**src/rtl/dsp_req_sched.sv**
```systemverilog
// Two-requester scheduler in front of a shared DSP multiplier. Narrow
// operations (b[8:5]==0) use mode 0 and may issue back to back; wide
// operations use mode 1 and are followed by one idle cycle. A mode change
// with results still in flight waits in DRAIN until the pipeline is empty.
// A tag pipeline routes each product back to the requester that issued it.
module dsp_req_sched #(
  parameter int N   = 9,
  parameter int M   = 9,
  parameter int LAT = 1
) (
  input  logic           clk,
  input  logic           rst,
  input  logic           req0_valid,
  input  logic           req1_valid,
  output logic           req0_ready,
  output logic           req1_ready,
  input  logic [4:0]     req0_a,
  input  logic [4:0]     req1_a,
  input  logic [8:0]     req0_b,
  input  logic [8:0]     req1_b,
  output logic           dsp_start,
  output logic [1:0]     dsp_mode,
  output logic [N-1:0]   dsp_aa,
  output logic [M-1:0]   dsp_bb,
  output logic [N+M-1:0] dsp_cc,
  input  logic [N+M-1:0] dsp_out,
  output logic           rsp0_valid,
  output logic           rsp1_valid,
  output logic [14:0]    rsp0_data,
  output logic [14:0]    rsp1_data,
  output logic           busy
);

  localparam int CW = $clog2(LAT + 1);

  typedef enum logic [1:0] {RUN, GAP, DRAIN} state_t;

  state_t         state_q, state_d;
  logic           prio_q;
  logic           mode_q;
  logic [N-1:0]   aa_q;
  logic [M-1:0]   bb_q;
  logic [CW-1:0]  cnt_q, cnt_d;
  logic [LAT-1:0] tagValid_q, tagId_q, tagMode_q;

  logic       anyValid, sel, selWide, modeOk, grant, retire;
  logic [4:0] selA;
  logic [8:0] selB;
  logic [14:0] rspData;

  // Arbitration: pick the requester (round-robin on contention) and decide whether it may issue now.
  always_comb begin
    anyValid = req0_valid | req1_valid;
    sel      = req0_valid ? (req1_valid ? prio_q : 1'b0) : 1'b1;
    selA     = sel ? req1_a : req0_a;
    selB     = sel ? req1_b : req0_b;
    selWide  = |selB[8:5];
    modeOk   = (selWide == mode_q) || (cnt_q == '0);
    grant    = !rst && (state_q == RUN) && anyValid && modeOk;
    retire   = tagValid_q[LAT-1];
    cnt_d    = cnt_q + CW'(grant) - CW'(retire);
  end

  // Next-state logic: wide issue forces a one-cycle GAP, a blocked mode change waits in DRAIN.
  always_comb begin
    state_d = state_q;
    case (state_q)
      RUN: begin
        if (anyValid) begin
          if (grant) state_d = selWide ? GAP : RUN;
          else       state_d = DRAIN;
        end
      end
      GAP:     state_d = RUN;
      DRAIN:   if (cnt_d == '0) state_d = RUN;
      default: state_d = RUN;
    endcase
  end

  // Output drive: fresh operands on issue, otherwise hold the last issued operands and mode.
  always_comb begin
    req0_ready = grant && !sel;
    req1_ready = grant && sel;
    dsp_start  = grant;
    dsp_aa     = grant ? N'(selA) : aa_q;
    dsp_bb     = grant ? M'(selB) : bb_q;
    dsp_mode   = {1'b0, grant ? selWide : mode_q};
    dsp_cc     = '0;
    busy       = (cnt_q != '0) || (state_q != RUN);
    rspData    = tagMode_q[LAT-1] ? dsp_out[14:0] : {5'b0, dsp_out[9:0]};
    rsp0_valid = retire && !tagId_q[LAT-1];
    rsp1_valid = retire && tagId_q[LAT-1];
    rsp0_data  = rsp0_valid ? rspData : '0;
    rsp1_data  = rsp1_valid ? rspData : '0;
  end

  // State registers, held operands, in-flight count and the tag pipeline; reset discards in-flight work.
  always_ff @(posedge clk) begin
    if (rst) begin
      state_q    <= RUN;
      prio_q     <= 1'b0;
      mode_q     <= 1'b0;
      aa_q       <= '0;
      bb_q       <= '0;
      cnt_q      <= '0;
      tagValid_q <= '0;
      tagId_q    <= '0;
      tagMode_q  <= '0;
    end else begin
      state_q <= state_d;
      cnt_q   <= cnt_d;
      if (grant) begin
        prio_q <= ~sel;
        mode_q <= selWide;
        aa_q   <= dsp_aa;
        bb_q   <= dsp_bb;
      end
      tagValid_q[0] <= grant;
      tagId_q[0]    <= sel;
      tagMode_q[0]  <= selWide;
      for (int i = 1; i < LAT; i++) begin
        tagValid_q[i] <= tagValid_q[i-1];
        tagId_q[i]    <= tagId_q[i-1];
        tagMode_q[i]  <= tagMode_q[i-1];
      end
    end
  end

endmodule

```
**config.mk**
```make
export PLATFORM = sky130hd
export DESIGN_NAME = dsp_req_sched
export DESIGN_NICKNAME = d
export VERILOG_FILES = /design/src/rtl/dsp_req_sched.sv
export SDC_FILE = /design/constraint.sdc
export NUM_CORES = 1
export LEC_CHECK = 0
export ABC_AREA = 1
export CAP_MARGIN = 20
export CORE_ASPECT_RATIO = 0.8
export CORE_MARGIN = 2
export CORE_UTILIZATION = 34
export DETAILED_ROUTE_END_ITERATION = 16
export PLACE_DENSITY = 0.85
export SLEW_MARGIN = 20
export SYNTH_ARGS = -nofsm -noshare
export SYNTH_HDL_FRONTEND = slang
export SYNTH_SLANG_ARGS = --single-unit
```
**constraint.sdc**
```tcl
create_clock -name clk -period 2.9 [get_ports clk]
set_input_delay 0.58 -clock clk [delete_from_list [all_inputs] [get_ports clk]]
set_output_delay 0.58 -clock clk [all_outputs]
set_load 0.02 [all_outputs]
```
==> impl_metrics.ini, run 1 <==
[routing]
viasPerCell = 4.28
vias = 1880
first_pass_iters = 4
drtIter0Drc = 76
topRoutingLayerUsed = met4
ant_nets = 0
drcViolationCount = 0
routed-wl-met3_um = 319
met2_length_um = 2450
routed_wl_um = 4880
wire_per_inst_um = 11.1
m1WireLength_um = 2080

[grt]
first_global_vias = 1764
grt_pass1_wl_um = 7660
grt_usage = 0.177
gr-total-overflow = 0
antenna_found_initial = 0
grt_max_degree = 25

[hold_path]
hold_depth = 2
hold_path.class = reg2reg
hold_start = aa_q[8]$_SDFFE_PP0N_
hold_path_end = aa_q[8]$_SDFFE_PP0N_

[place]
place_inst = 434
dpl-instance-area_um2 = 2780
hpwlAfterDp_um = 3740
port_buffers = 101
gp_congestion = 0.839
post-place-ws_ns = -0.598

[cts]
cts-buffers-inserted = 3
clkTransAtPathRegs_ns = 0.09
cts_tree = yes
clock_path_buffers = 2
cts_num_sinks = 26
hold_buffers = 0
clk_latency_ns = 0.27
root_buffer = clkbuf_8
cts_htree_levels = 1

[sta]
setup_violations = 0
finalWorstSetupSlack_ns = 0.113
slew_viol_final = 0
fin_crit_sh = 0.961
hold_viol = 0
setup-tns-final_ns = 0
clock_skew_ns = 0.00721
worstMarginPinSlew_ns = 0.509
relSlewSlack = 0.660
fin_crit_ns = 2.79
max_freq_mhz = 359

[pwr]
finalPower_mw = 1.60
ir_worst_vdd_mv = 0.293
power.leakage_nw = 1.40
pwr_density_cell_nw_per_um2 = 562

[floorplanning]
core_um2 = 4620
die_w_um = 81.8
die-area_um2 = 5420
num_rows = 22
start_util = 0.356
io_pins = 124
dieHeight_um = 66.2

[worst_setup_path]
crit_buf_inv = 3
cpPeakStageDelay_ns = 0.27
r2r_end = state_q[1]$_SDFFE_PP0P_
arrival_ns = 2.21
r2r_slack_ns = 1.06
cpMostUsedCell = nand2_2
crit_fanout = 14
crit_path_top_delay_cell = clkdlybuf4s15_2
critical_path.cell_chain = dlygate4sd2_1 -> nand2_2 -> nand2_4 -> nand2_2 -> nand2_2 -> nor2_4 -> nand3_2 -> nand3_4 -> nand2_8 -> buf_12 -> nor2_1 -> clkdlybuf4s15_2
r2r_cells = 13
r2r-start = prio_q$_SDFFE_PP0N_
path_delay_family = simple AND/OR/NAND/NOR gates
crit_required_ns = 2.32
cp-end-kind = output port
critPathKind = in2out
cp-start-kind = primary input

[finish]
stdcell_area_um2 = 2840
drive_gt1_frac = 0.195
multiInputGateArea_um2 = 871
final_nets = 430
regArea_um2 = 520
insertedDiodeCount = 0
fin_cells = 439
area_growth_pct = 72.6
n_fill_cell = 440

[synthesis]
synth_area_um2 = 1650
ys_warn_count = 0
synth_top_area_share = 0.316
synth_cell_types = 27
syn_avg_cell_area_um2 = 6.26
ys_seq_area_frac = 0.316
synth_top_cell_by_area = dfxtp_1
synth_seq_cells = 26
syn_inst = 263
netlist_top_cells_area = dfxtp_1, nand2_1, inv_1, nor2_1, buf_4

[job]
drv_cap = 0

[run_status]
status = completed
## stage by stage
step,util,hold slack [ns]
floorplan,-,0.425
global placement,0.602,0.436
detailed placement,0.602,0.446
CTS,0.615,0.460
global route,0.614,0.490
finish,0.614,0.456
## worst min-delay path, stage by stage, from the launching register on
cell,delay (ns)
dfxtp_1,0.31
inv_1,0.06
nor3_1,0.05
## placed cells by master (no fill, tap or decap), types with 2 or more instances in the layout
master / Yosys / final
a21oi_1: 7 / 7
clkbuf_8: 0 / 3
conb_1: 1 / 19
clkdlybuf4s15_2: 0 / 2
dfxtp_1: 26 / 26
clkdlybuf4s50_1: 0 / 77
nand4_1: 5 / 5
buf_12: 0 / 2
inv_1: 45 / 45
buf_4: 20 / 22
nand3_2: 1 / 2
o21ai_2: 3 / 8
nand3_1: 6 / 5
nor3_1: 15 / 15
nand2_2: 3 / 9
nor2_1: 42 / 42
dlygate4sd2_1: 0 / 2
nor2_4: 1 / 2
buf_2: 0 / 16
nand2_1: 63 / 56
o21ai_1: 4 / 2
## how the worst max path moves through the flow
stage / startpoint / to / slack, ns / cells after the start
floorplan: req1_valid / dsp_aa[5] / 0.34 / 12
global placement: req0_valid / dsp_aa[5] / -0.53 / 13
detailed placement: req0_valid / dsp_bb[2] / -0.60 / 13
CTS: req0_valid / dsp_aa[4] / 0.12 / 12
global route: req1_valid / dsp_aa[2] / -0.0009 / 14
finish: req1_valid / req0_ready / 0.11 / 12
## power breakdown
group | total, mW | switching (mW) | internal [mW]
Clock | 0.299 | 0.114 | 0.185
Combinational | 0.852 | 0.484 | 0.368
Sequential | 0.445 | 0.0342 | 0.411
## sequential cells by signal, summed over array words and instances (netlist names)
| register | flops |
|---|---|
| aa_q | 9 |
| bb_q | 9 |
| cnt_q | 1 |
| mode_q | 1 |
| prio_q | 1 |
| retire | 1 |
| state_q | 2 |
| tagId_q | 1 |
| tagMode_q | 1 |
## metal layers
layer,GRT usage,up-vias
met1,0.213,834
met3,0.0519,4
met5,0,-
met2,0.316,57
met4,0.0250,0
li1,-,985
## Yosys cell counts
| library cell | n |
|---|---|
| nand2_1 | 63 |
| inv_1 | 45 |
| nor2_1 | 42 |
| dfxtp_1 | 26 |
| buf_4 | 20 |
| nor3_1 | 15 |
| a21oi_1 | 7 |
| clkbuf_1 | 7 |
| nand3_1 | 6 |
| nand4_1 | 5 |
| o21ai_1 | 4 |
| nand2_2 | 3 |
| o21ai_0 | 3 |
| o21ai_2 | 3 |
| buf_6 | 2 |
| clkinv_1 | 1 |
| conb_1 | 1 |
| inv_2 | 1 |
| inv_4 | 1 |
| nand2_4 | 1 |
| nand3_2 | 1 |
| nand3_4 | 1 |
| nand3b_1 | 1 |
| nor2_2 | 1 |
| nor2_4 | 1 |
| nor4_4 | 1 |
| xor2_1 | 1 |
## layout make-up
class | count | share of cell area
Timing Repair Buffer | 122 | 0.389
Multi-Input combinational cell | 178 | 0.307
Sequential cell | 26 | 0.183
Inverter | 48 | 0.0661
Tap cell | 60 | 0.0264
Clock buffer | 3 | 0.0145
Clock inverter | 1 | 0.0106
Timing Repair inverter | 1 | 0.00308
## logic make-up (layout without fill, tap and decap cells)
kind of cell / Yosys count / after routing / synth area share
other cells: 1 / 19 / 0.00228
xor+xnor: 1 / 1 / 0.00532
flops: 26 / 26 / 0.316
simple gates: 141 / 141 / 0.386
buf+inv: 77 / 175 / 0.232
compound gates: 17 / 17 / 0.0586
## repair_timing
action                     4_1_cts  5_1_grt
pin swaps                        3        1
buffers inserted                 0        0
resized for setup              109        5
setup endpoints to repair       22        7
cloned                           1        0
(Power assumes the default switching activity.)
==> run 2: changes to the inputs <==
--- a/config.mk
+++ b/config.mk
@@ -8,7 +8,7 @@
 export ABC_AREA = 1
 export CAP_MARGIN = 20
 export CORE_ASPECT_RATIO = 0.8
-export CORE_MARGIN = 2
+export CORE_MARGIN = 8
 export CORE_UTILIZATION = 34
 export DETAILED_ROUTE_END_ITERATION = 16
 export PLACE_DENSITY = 0.85
==> run 2 against run 1 <==
Effect of this change: combinational power fell by 2.8%; critical endpoint is now dsp_bb[7]; maximum frequency fell by 1.5%; cell area fell by 2.1%; total power fell by 7.6%; routed wire length rose by 15%.
==> impl_metrics.ini, run 2 (synthesis results as in run 1) <==
[floorplanning]
dieHeight_um = 78.2
die_w_um = 93.8
start_util = 0.356
io_pins = 124
die-area_um2 = 7340
num_rows = 22
core_um2 = 4620

[worst_setup_path]
critPathKind = in2out
cp-start-kind = primary input
crit_fanout = 5
cp-end-kind = output port
arrival_ns = 2.25
crit_required_ns = 2.32

[place]
port_buffers = 101
gp_congestion = 0.886
hpwlAfterDp_um = 4640
place_inst = 433
dpl-instance-area_um2 = 2750
post-place-ws_ns = -0.641

[pwr]
ir_worst_vdd_mv = 0.305
p_sw_uw = 629
power.internal_uw = 846
power.leakage_nw = 1.37
pwr-share-clk = 0.136
pwr_density_cell_nw_per_um2 = 530
switching_share = 0.427
combPwrFrac = 0.562
p_seq_frac = 0.303

[run_status]
status = completed

[cts]
cts_num_sinks = 26
clk_latency_ns = 0.27
hold_buffers = 0
root_buffer = clkbuf_8
clock_path_buffers = 2
clkTransAtPathRegs_ns = 0.08
cts_htree_levels = 1
cts_tree = yes
cts-buffers-inserted = 3

[finish]
layout_common_cells = clkdlybuf4s50_1, nand2_1, inv_1, nor2_1, dfxtp_1
regArea_um2 = 520
area_growth_pct = 69.0
stdcell_area_um2 = 2780
final_common_cell = clkdlybuf4s50_1
final_nets = 430
fin_util = 0.601
drive_gt1_frac = 0.193
insertedDiodeCount = 0
n_fill_cell = 427
fin_cells = 438
multiInputGateArea_um2 = 881
reg_top3 = aa_q: 9 flops, bb_q: 9 flops, state_q: 2 flops

[sta]
clock_skew_ns = 0.00541
fin_crit_ns = 2.83
setup_violations = 0
finalWorstSetupSlack_ns = 0.0702
fin_crit_sh = 0.976
worstMarginPinSlew_ns = 0.531
hold_viol = 0
relSlewSlack = 0.643
slew_viol_final = 0
max_freq_mhz = 353

[routing]
drtIter0Drc = 92
viasPerCell = 4.33
routed_wl_um = 5590
drcViolationCount = 0
vias = 1895
wire_per_inst_um = 12.8
ant_nets = 0
first_pass_iters = 4

[grt]
first_global_vias = 1860
antenna_found_initial = 0
grt_pass1_wl_um = 8870
grt_usage = 0.144
grt_max_degree = 25
gr-total-overflow = 0

[job]
drv_cap = 0

[hold_path]
hold_path.class = reg2reg
==> run 2: cell count changes in the layout (fill, tap and decap cells not counted), sizes merged <==
cell / previous run / this run
buf: 40 / 42
bufinv: 1 / 0
clkdlybuf4s15: 3 / 1
inv: 48 / 47
nand2: 67 / 68
==> run 2: timing repair <==
action,in CTS,in global routing
setup endpoints to repair,22,14
pin swaps,4,3
setup buffers,0,1
resized for setup,106,8
gates cloned,1,0
endpoints found under the hold margin,0,0
==> run 2: worst max-delay path, cell delays in order <==
cell	delay, ns
clkdlybuf4s50_1	0.48
nor4_4	0.50
buf_4	0.24
nand4_1	0.14
o21ai_2	0.10
inv_1	0.05
buf_2	0.15
==> run 2: layout make-up <==
class	count	share of cell area
Inverter	48	0.0693
Tap cell	60	0.0270
Sequential cell	26	0.187
Multi-Input combinational cell	179	0.317
Timing Repair Buffer	122	0.385
Clock buffer	3	0.0148
==> run 2: path summary, 6_finish.rpt <==
path / from / endpoint / slack [ns] / cells past startpoint
max: rst / dsp_bb[7] / 0.07 / 7
min: aa_q[8]$_SDFFE_PP0N_ / aa_q[8]$_SDFFE_PP0N_ / 0.44 / 2
max reg2reg: prio_q$_SDFFE_PP0N_ / bb_q[3]$_SDFFE_PP0N_ / 1.05 / 15
min reg2reg: aa_q[8]$_SDFFE_PP0N_ / aa_q[8]$_SDFFE_PP0N_ / 0.44 / 2
==> run 2: power by group through the flow <==
stage	Sequential (mW)	Combinational [mW]	Clock, mW
6_report	0.446	0.828	0.200
5_1_grt	0.451	0.904	0.218
4_1_cts	0.446	0.826	0.208
3_5_place_dp	0.451	0.847	0
3_3_place_gp	0.449	0.834	0
2_1_floorplan	0.444	0.482	0
==> run 2: per-layer routing <==
| layer | up-vias | part of all wire | GRT usage |
|---|---|---|---|
| met4 | 0 | 0.0077 | 0.0190 |
| li1 | 980 | - | - |
| met2 | 58 | 0.52 | 0.271 |
| met5 | - | 0 | 0 |
| met3 | 4 | 0.069 | 0.0409 |
| met1 | 853 | 0.40 | 0.160 |
==> run 2: metrics by stage <==
step	power [mW]	hold WS [ns]	setup TNS, ns
detailed placement	1.30	0.432	-12.55
global route	1.57	0.476	-0.0753
global placement	1.28	0.429	-10.95
CTS	1.48	0.445	0
floorplan	0.926	0.425	0
finish	1.47	0.442	0
